[src/rtl/ps2_voice_scheduler.sv]
// Polyphonic PS/2 key to square-wave voice scheduler.
// Parses make/break codes, allocates voices, mixes and paces samples.
module ps2_voice_scheduler #(
  parameter int          NUM_VOICES = 4,
  parameter logic [31:0] AMPLITUDE  = 32'd10000000,
  parameter int          SAMPLE_DIV = 1042
) (
  input  logic                  CLOCK_50,
  input  logic                  resetn,
  input  logic [7:0]            received_data,
  input  logic                  received_data_en,
  input  logic                  audio_out_allowed,
  output logic                  write_audio_out,
  output logic signed [31:0]    left_channel_audio_out,
  output logic signed [31:0]    right_channel_audio_out,
  output logic [NUM_VOICES-1:0] voice_active,
  output logic                  voice_steal,
  output logic                  sample_overrun
);

  localparam int AW = $clog2(NUM_VOICES);
  localparam int DW = $clog2(SAMPLE_DIV);
  localparam logic [AW-1:0] AGE_MAX = AW'(NUM_VOICES - 1);
  localparam logic [DW-1:0] DIV_LAST = DW'(SAMPLE_DIV - 1);
  localparam logic signed [31:0] AMP = $signed(AMPLITUDE);

  typedef enum logic [1:0] {
    IDLE,
    BRK,
    EXT,
    EXT_BRK
  } pstate_t;

  typedef struct packed {
    logic [7:0]    code;
    logic [18:0]   hp;
    logic [18:0]   cnt;
    logic          phase;
    logic [AW-1:0] age;
  } voice_t;

  pstate_t state;
  pstate_t state_nxt;
  logic    make_ev;
  logic    brk_ev;

  voice_t voice [NUM_VOICES];

  logic [19:0] km;
  logic        km_valid;
  logic [18:0] km_hp;

  logic [NUM_VOICES-1:0] match;
  logic                  held;
  logic                  has_free;
  logic [AW-1:0]         free_idx;
  logic [AW-1:0]         old_idx;
  logic [AW-1:0]         old_age;
  logic [AW-1:0]         tgt;
  logic                  alloc;
  logic                  steal;
  logic                  clear;

  logic signed [31:0] mix;
  logic [DW-1:0]      div;
  logic               tick;
  logic               pending;
  logic               drain;

  // {valid, half-period}; unmapped codes return valid=0
  function automatic logic [19:0] keymap(input logic [7:0] code);
    case (code)
      8'h15:   keymap = {1'b1, 19'h2F691};
      8'h1D:   keymap = {1'b1, 19'h29AB2};
      8'h24:   keymap = {1'b1, 19'h24A26};
      8'h2D:   keymap = {1'b1, 19'h230E4};
      8'h2C:   keymap = {1'b1, 19'h1F240};
      8'h35:   keymap = {1'b1, 19'h1B6A4};
      8'h3C:   keymap = {1'b1, 19'h18CB7};
      8'h43:   keymap = {1'b1, 19'h17544};
      8'h44:   keymap = {1'b1, 19'h14C8B};
      8'h4D:   keymap = {1'b1, 19'h12843};
      8'h1E:   keymap = {1'b1, 19'h2C0A2};
      8'h26:   keymap = {1'b1, 19'h273C2};
      8'h2E:   keymap = {1'b1, 19'h20FE1};
      8'h36:   keymap = {1'b1, 19'h1D649};
      8'h3D:   keymap = {1'b1, 19'h1A2FA};
      8'h46:   keymap = {1'b1, 19'h16051};
      8'h45:   keymap = {1'b1, 19'h139E1};
      default: keymap = 20'h0;
    endcase
  endfunction

  assign km       = keymap(received_data);
  assign km_valid = km[19];
  assign km_hp    = km[18:0];

  always_ff @(posedge CLOCK_50 or negedge resetn) begin
    if (!resetn) begin
      state <= IDLE;
    end else begin
      state <= state_nxt;
    end
  end

  always_comb begin
    state_nxt = state;
    make_ev   = 1'b0;
    brk_ev    = 1'b0;
    if (received_data_en) begin
      unique case (state)
        IDLE: begin
          if (received_data == 8'hF0) begin
            state_nxt = BRK;
          end else if (received_data == 8'hE0) begin
            state_nxt = EXT;
          end else begin
            make_ev = 1'b1;
          end
        end
        BRK: begin
          brk_ev    = 1'b1;
          state_nxt = IDLE;
        end
        EXT: begin
          if (received_data == 8'hF0) begin
            state_nxt = EXT_BRK;
          end else begin
            state_nxt = IDLE;
          end
        end
        EXT_BRK: state_nxt = IDLE;
        default: state_nxt = IDLE;
      endcase
    end
  end

  // Allocation: lowest free voice, else oldest (ties to lowest index)
  always_comb begin
    match    = '0;
    has_free = 1'b0;
    free_idx = '0;
    old_idx  = '0;
    old_age  = voice[0].age;
    for (int i = NUM_VOICES - 1; i >= 0; i--) begin
      if (!voice_active[i]) begin
        has_free = 1'b1;
        free_idx = AW'(i);
      end
    end
    for (int i = 0; i < NUM_VOICES; i++) begin
      if (voice_active[i] &&
          voice[i].code == received_data) begin
        match[i] = 1'b1;
      end
      if (i > 0 && voice[i].age > old_age) begin
        old_age = voice[i].age;
        old_idx = AW'(i);
      end
    end
  end

  assign held  = |match;
  assign alloc = make_ev & km_valid & ~held;
  assign steal = alloc & ~has_free;
  assign tgt   = has_free ? free_idx : old_idx;
  assign clear = brk_ev & km_valid;

  always_ff @(posedge CLOCK_50 or negedge resetn) begin
    if (!resetn) begin
      voice_active <= '0;
      voice_steal  <= 1'b0;
      for (int i = 0; i < NUM_VOICES; i++) begin
        voice[i] <= '0;
      end
    end else begin
      voice_steal <= steal;
      for (int i = 0; i < NUM_VOICES; i++) begin
        if (alloc && tgt == AW'(i)) begin
          voice_active[i] <= 1'b1;
          voice[i].code   <= received_data;
          voice[i].hp     <= km_hp;
          voice[i].cnt    <= '0;
          voice[i].phase  <= 1'b1;
          voice[i].age    <= '0;
        end else if (voice_active[i]) begin
          if (voice[i].cnt == voice[i].hp) begin
            voice[i].cnt   <= '0;
            voice[i].phase <= ~voice[i].phase;
          end else begin
            voice[i].cnt <= voice[i].cnt + 1'b1;
          end
          if (alloc && voice[i].age != AGE_MAX) begin
            voice[i].age <= voice[i].age + 1'b1;
          end
          if (clear && match[i]) begin
            voice_active[i] <= 1'b0;
            voice[i].cnt    <= '0;
          end
        end
      end
    end
  end

  always_comb begin
    mix = '0;
    for (int i = 0; i < NUM_VOICES; i++) begin
      if (voice_active[i]) begin
        mix = voice[i].phase ? mix + AMP : mix - AMP;
      end
    end
  end

  assign tick  = (div == DIV_LAST);
  assign drain = pending & audio_out_allowed;

  // A tick landing on an undrained sample is merged and flagged
  always_ff @(posedge CLOCK_50 or negedge resetn) begin
    if (!resetn) begin
      div                     <= '0;
      pending                 <= 1'b0;
      write_audio_out         <= 1'b0;
      left_channel_audio_out  <= '0;
      right_channel_audio_out <= '0;
      sample_overrun          <= 1'b0;
    end else begin
      div             <= tick ? '0 : div + 1'b1;
      pending         <= tick | (pending & ~audio_out_allowed);
      write_audio_out <= drain;
      if (drain) begin
        left_channel_audio_out  <= mix;
        right_channel_audio_out <= mix;
      end
      if (tick & pending & ~audio_out_allowed) begin
        sample_overrun <= 1'b1;
      end
    end
  end

endmodule

[config.mk]
export PLATFORM = sky130hd
export DESIGN_NAME = ps2_voice_scheduler
export DESIGN_NICKNAME = d
export VERILOG_FILES = /design/src/rtl/ps2_voice_scheduler.sv
export SDC_FILE = /design/constraint.sdc
export NUM_CORES = 1
export LEC_CHECK = 0
export BUFFER_PORTS_ARGS = -buffer_cell sky130_fd_sc_hd__buf_2
export CORE_MARGIN = 8
export CORE_UTILIZATION = 57
export DETAILED_ROUTE_END_ITERATION = 6
export PLACE_DENSITY = 0.78
export SYNTH_ARGS = -nofsm -noshare
export SYNTH_HDL_FRONTEND = slang
export SYNTH_SLANG_ARGS = --single-unit
[constraint.sdc]
create_clock -name CLOCK_50 -period 6.2 [get_ports CLOCK_50]
set_clock_uncertainty 0.2 [all_clocks]
set_input_delay 0 -clock CLOCK_50 [delete_from_list [all_inputs] [get_ports CLOCK_50]]
set_output_delay 0 -clock CLOCK_50 [all_outputs]
set_load 0.01 [all_outputs]
# Word level (Yosys, flattened, before mapping)
# Cells that the tools add are included.
totals:
  reg_bits: 249
  input_bits: 12
  output_inout_bits: 71
  wordCells: 216
classes:
  n_addsub: 15
  n_lt_le_gt_ge: 3
  eq_ne: 39
  mux: 74
  n_bitwise: 16
  n_reduce_logical: 41
ops:
  columns: ["cell", "count"]
  rows:
  - ["20-bit case mux with 17 select lines", 1]
  - ["32-bit 2-to-1 mux", 8]
  - ["22-bit 2-to-1 mux", 8]
  - ["19-bit 2-to-1 mux", 8]
  - ["32-bit by 25-bit adder with 32-bit output (second input constant)", 3]
  - ["32-bit by 25-bit subtractor with 32-bit output (second input constant)", 3]
  - ["19-bit by 1-bit adder with 19-bit output (second input constant)", 4]
  - ["19-bit == test", 4]
  - ["8-bit by 6-bit == test with 1-bit output (second input constant)", 9]
  - ["8-bit by 7-bit == test with 1-bit output (second input constant)", 5]
  - ["8-bit == test", 4]
  - ["2-bit 2-to-1 mux", 16]
  - ["1-bit 2-to-1 mux", 31]
  - ["8-bit by 5-bit == test with 1-bit output (second input constant)", 3]
  - ["2-bit nonzero test", 12]
  - ["2-bit AND reduction", 9]
  - ["8-bit == test (second input constant)", 2]
  - ["1-bit logical AND", 16]
  - ["11-bit by 1-bit adder with 11-bit output (second input constant)", 1]
  - ["11-bit == test (second input constant)", 1]
  - ["11-bit 2-to-1 mux", 1]
  - ["2-bit by 1-bit adder with 2-bit output (second input constant)", 4]
  - ["1-bit bitwise AND", 8]
  - ["2-bit == test (second input constant)", 4]
  - ["10 further kinds", 23]

# Longest topological paths before layout
logic_depth:
  word_depth: 11
  ltp_mapped: 30
  mapped_depth_nobuf: 29

# Least setup slack after synthesis
# Ideal clock, no wire load.
synth_path:
  kind: "flip-flop to flip-flop"
  start: "reg voice_active[0]"
  end: "reg right_channel_audio_out[31]"
  setup_ps: 95
  arrival_ps: 5858
  required_ps: 5905
  setup_slack_ps: 47
  stages_incl_launch_ff: 28
  path_buffers: 0
  period_less_slack_ps: 6153
  cell_sequence: "dfrtp_1 inv_1 nor2_1 fa_1 fa_1 o31a_1 o21ai_0 o21ai_0 a21oi_1 ha_1 a21o_1 a21oi_1 nand3_1 nor2_1 o311ai_0 a31oi_1 xnor2_1 a21o_1 ha_1 and4_1 nand3_1 or2_2 o221ai_1 o41ai_1 mux2i_1 xor2_1 and3_1 o31ai_1"
synth_between:
  elab_chain_cells: 10
  word_cells_on_any_way: 13
  cone_classes: "add/sub: 6; mux: 7"
synth_rtl:
  columns: ["item", "line", "rtl"]
  rows:
  - ["from (decl)", "16", "output logic [NUM_VOICES-1:0] voice_active,"]
  - ["from (signal assigned)", "171", "voice_active <= '0;"]
  - ["from (signal, indexed assignment)", "180", "voice_active[i] <= 1'b1;"]
  - ["from (signal, indexed assignment)", "197", "voice_active[i] <= 1'b0;"]
  - ["32-bit 2-to-1 mux *", "208", "if (voice_active[i]) begin"]
  - ["32-bit by 25-bit subtractor with 32-bit output or 32-bit by 25-bit adder with 32-bit output (tied branches)", "209", "mix = voice[i].phase ? mix + AMP : mix - AMP;"]
  - ["32-bit 2-to-1 mux", "209", null]
  - ["32-bit 2-to-1 mux *", "208", null]
  - ["32-bit by 25-bit subtractor with 32-bit output or 32-bit by 25-bit adder with 32-bit output (tied branches)", "209", null]
  - ["32-bit 2-to-1 mux", "209", null]
  - ["32-bit 2-to-1 mux *", "208", null]
  - ["32-bit by 25-bit subtractor with 32-bit output or 32-bit by 25-bit adder with 32-bit output (tied branches)", "209", null]
  - ["32-bit 2-to-1 mux", "209", null]
  - ["32-bit 2-to-1 mux *", "208", null]
  - ["to (signal assigned)", "232", "right_channel_audio_out <= mix;"]
  - ["to (decl)", "15", "output logic signed [31:0] right_channel_audio_out,"]
# Every way passes the cells marked *; elsewhere a longest branch is shown, timed or not.
# A chain may end at the register's enable or synchronous reset.

# Final worst setup path
# Same ends and word-level chain as after synthesis.

==> results.md <==
Clock tree:
- Clock tree synthesis selected as its root buffer the cell clkbuf_16.
- No sink is reached through more buffers than the 3 on the longest clock path.
- The number of H-tree branching levels is 1.
- The clock sink total is 238.
- TritonCTS built the clock tree.
- The number of buffers created by CTS is 28.
- The clock-pin slew on the worst setup and hold paths is 0.06 ns.
- The insertion delay to the later sink of the worst-skew pair is 0.55 ns.

Setup path:
- The cell type of the slowest stage on the worst timing path is fa_2.
- The critical-path maximum fanout is 5.
- In this run the critical register-to-register path is captured at right_channel_audio_out[31].
- The reg-to-reg critical path startpoint is voice_active[0].
- The critical path startpoint category is a flop.
- On the worst path, the slowest cell contributes a delay of 0.45 ns.
- The reg2reg setup slack is 0.19 ns.
- For the worst setup path, the data required time is 6.46 ns.
- The kind of critical path is flop to flop.
- STA classifies the critical path endpoint as a flop.
- Data on the critical path arrives at its endpoint at between 6 and 7 ns.
- The number of cells on the worst reg-to-reg path is 25.

Floorplan:
- The vertical extent of the die is 182 um.
- The floorplan step defined a die boundary enclosing 0.0331 mm^2.
- The total area inside the core boundary comes to roughly 0.027 mm^2.
- The die is roughly 180 um wide.
- The starting density of the core is 0.582.
- The number of top-level design ports is just over 80.
- The row count is 60.

Power and ir drop:
- The worst-case IR drop observed on VDD is 0.300 mV.
- The power density of the placed cells is 482 mW/mm^2.
- The cell leakage power is 8.65 nW.

Detailed routing:
- The average via count per standard cell is 5.97.
- The starting DRC count in detailed routing is around 1100.
- In the routed design, unresolved DRC markers number 0.
- The number of iterations in the first detailed-routing pass is 7.
- Wires add up to 39800 um.
- In this run the remaining antenna-violating nets after routing total 0.
- The number of vias after detailed routing is 13500.
- The detail-routed net length per standard cell is approximately 18 um.

Synth:
- In this run, synthesis produced a sequential element count of 238.
- The most frequently used flop master after synthesis is dfrtp_1.
- After synthesis, the share of flip-flops with an asynchronous set or reset is 1.00.
- The cell type contributing the most total cell area after synthesis is dfrtp_1.
- For this run, the number of Yosys warnings is 0.
- In the post-synthesis netlist, the biggest area contributors are dfrtp_1 38%, xor2_1 7.0%, nand2_1 6.4%.
- The mean cell area of the mapped netlist is 8.52 um^2.
- The distinct cell type count after synthesis is 82.
- The share of synthesized area in the top cell type comes to 0.379.
- The sequential element share of the synthesized area is 0.379.
- The post-synth design cell area is 0.0157 mm^2.
- The synthesized netlist cell count is 1844.
- The number of enable-type register cells in the synthesized netlist is 0.

Timing:
- The transition time at the pin with the least slew margin is 1.25 ns.
- The number of pins exceeding their max-slew limit in the final report is 0.
- The sum of negative setup slack is 0 ns.
- The headroom to the max-slew limit is 0.159.
- The number of setup violations in the final report is 0.
- The share of the clock period used by the worst path is 0.969.
- After layout, the worst setup slack is 0.194 ns.
- Timing would allow up to approximately 170 MHz.
- Setup repair after global routing could not meet its margin everywhere.
- The time the final worst path needs with I/O delays and setup is 6.01 ns.
- The count of final hold-check violations is 0.

Global routing:
- The pin count of the biggest net entering global routing is 154.
- In the global route stage, overall resource usage came out at 0.236.
- The first-pass GRT wire length is 65800 um.
- After global routing the overflow that remains totals 0.
- The via count of the first global-routing pass is between 10000 and 15000.
- The number of antenna violations at the first check in global routing is 0.

Status:
- The run finished with clean final reports.

Cells and area:
- Of the cells placed in the final design, the portion with a size suffix greater than 1 is 0.130.
- The number of antenna diodes is 0.
- The number of nets in the layout is 1989.
- The filler cells instantiated in the layout total 2178.
- Relative to the synthesized area, the layout overhead comes to 12.3%.

Hold path:
- The worst hold path cell count is 3.
- The worst min-delay path class is input port to flop.
- The worst hold path terminates at state[0].
- The startpoint of the worst hold path is received_data_en.

Run:
- The count of max-cap constraint violations is 0.

Placed design:
- The count of port buffers added during placement is 68.
- The routability congestion estimate from global placement is a little under 0.9.
- The HPWL after detailed placement is 27900 um.
- The setup slack at placement is -0.117 ns.
==> per-layer routing <==
| metal | part of all wire | track usage |
|---|---|---|
| met5 | 0 | 0 |
| met1 | 0.44 | 0.309 |
| met2 | 0.48 | 0.398 |
| met4 | 0.026 | 0.0712 |
| met3 | 0.062 | 0.0379 |
==> logic make-up after synthesis <==
kind of cell | count (synthesis) | share of synthesized area
xor+xnor | 184 | 0.103
simple gates | 702 | 0.212
compound gates | 451 | 0.173
flops | 238 | 0.379
fa+ha+maj | 71 | 0.0584
buf+inv | 168 | 0.0539
other cells | 1 | 0.000239
mux | 29 | 0.0200
==> flip-flops by register name, summed over array words and instances (netlist names) <==
register                 cells
div                         11
state                        2
write_audio_out              1
voice_active                 4
right_channel_audio_out     25
voice                      192
pending                      1
sample_overrun               1
voice_steal                  1
==> critical path, delay by kind of cell, from the launching register on <==
kind                     cells  cell delay (ns)
flip-flops                   1             0.43
buffers and inverters        2             0.24
AO/OA/AOI/OAI                8             1.66
AND/OR/NAND/NOR              7             1.16
XOR/XNOR                     2             0.31
adder cells (fa/ha/maj)      4             1.50
multiplexers                 2             0.41
==> metrics by stage <==
step / cells / hold WS [ns] / util / cell area, um^2 / power (mW)
6_report: 2268 / 0.0989 / 0.653 / 17600 / 8.51
5_1_grt: 2268 / 0.103 / 0.653 / 17600 / 9.16
4_1_cts: 2262 / 0.0670 / 0.647 / 17500 / 8.27
3_5_place_dp: 2197 / -0.169 / 0.604 / 16300 / 6.44
3_3_place_gp: 2197 / -0.174 / 0.604 / 16300 / 6.32
2_1_floorplan: 1857 / -0.496 / - / 15800 / 5.20
==> worst max-delay path by stage <==
stage / start / end / slack [ns] / cells past startpoint
6_report: voice_active[0] / right_channel_audio_out[31] / 0.19 / 25
5_1_grt: voice_active[0] / right_channel_audio_out[31] / -0.03 / 25
4_1_cts: voice_active[0] / right_channel_audio_out[28] / 0.05 / 26
3_5_place_dp: voice_active[0] / right_channel_audio_out[31] / -0.12 / 25
3_3_place_gp: voice_active[0] / right_channel_audio_out[31] / 0.08 / 27
2_1_floorplan: voice_active[0] / right_channel_audio_out[31] / 0.05 / 27
==> cell usage in the layout (no fill, tap or decap), types with 13 or more instances in the layout <==
master / netlist / final
nor2b_1: 16 / 16
a31oi_1: 23 / 21
o21ai_1: 75 / 79
nor3_1: 20 / 20
and2_1: 15 / 15
buf_4: 43 / 65
buf_2: 20 / 67
nor4_1: 29 / 29
conb_1: 1 / 14
nand3_1: 55 / 55
xor2_1: 125 / 125
dfrtp_1: 238 / 238
mux2_2: 19 / 19
clkbuf_16: 0 / 28
nand2_1: 269 / 268
nand2b_1: 29 / 29
a21oi_1: 87 / 81
ha_1: 67 / 64
inv_1: 35 / 35
o21ai_0: 134 / 129
and3_1: 47 / 47
dlygate4sd3_1: 0 / 13
nand4_1: 22 / 22
o31ai_1: 21 / 20
nor2_1: 158 / 157
a21o_1: 26 / 26
xnor2_1: 58 / 57
==> Yosys cell counts (26+ instances only) <==
library cell,number
xnor2_1,58
o21ai_1,75
a21oi_1,87
ha_1,67
buf_4,43
nor4_1,29
nand2_1,269
dfrtp_1,238
nor2_1,158
a21o_1,26
clkbuf_1,55
nand2b_1,29
o21ai_0,134
inv_1,35
nand3_1,55
xor2_1,125
and3_1,47
==> final cells by class <==
class	count	area (um^2)	area share
Clock buffer	32	736	0.0417
Timing Repair Buffer	148	1020	0.0576
Sequential cell	238	5960	0.338
Multi-Input combinational cell	1451	9110	0.516
Inverter	39	146	0.00830
Clock inverter	19	256	0.0145
Tap cell	341	427	0.0242
==> report_power, final <==
group	total [mW]	leakage (nW)	internal, mW	switching (mW)
registers	1.86	3.20	1.69	0.167
logic	4.90	4.96	2.16	2.74
clock network	1.76	0.489	1.07	0.691
total	8.51	8.65	4.92	3.59
==> timing repair <==
action | CTS | global route
endpoints found under the hold margin | 298 | 0
endpoints found under the setup margin | 3 | 8
pin swaps | 0 | 17
hold buffers | 14 | 0
setup buffers | 0 | 6
resized for setup | 5 | 28
No activity file was read; power rests on OpenSTA's default activity.
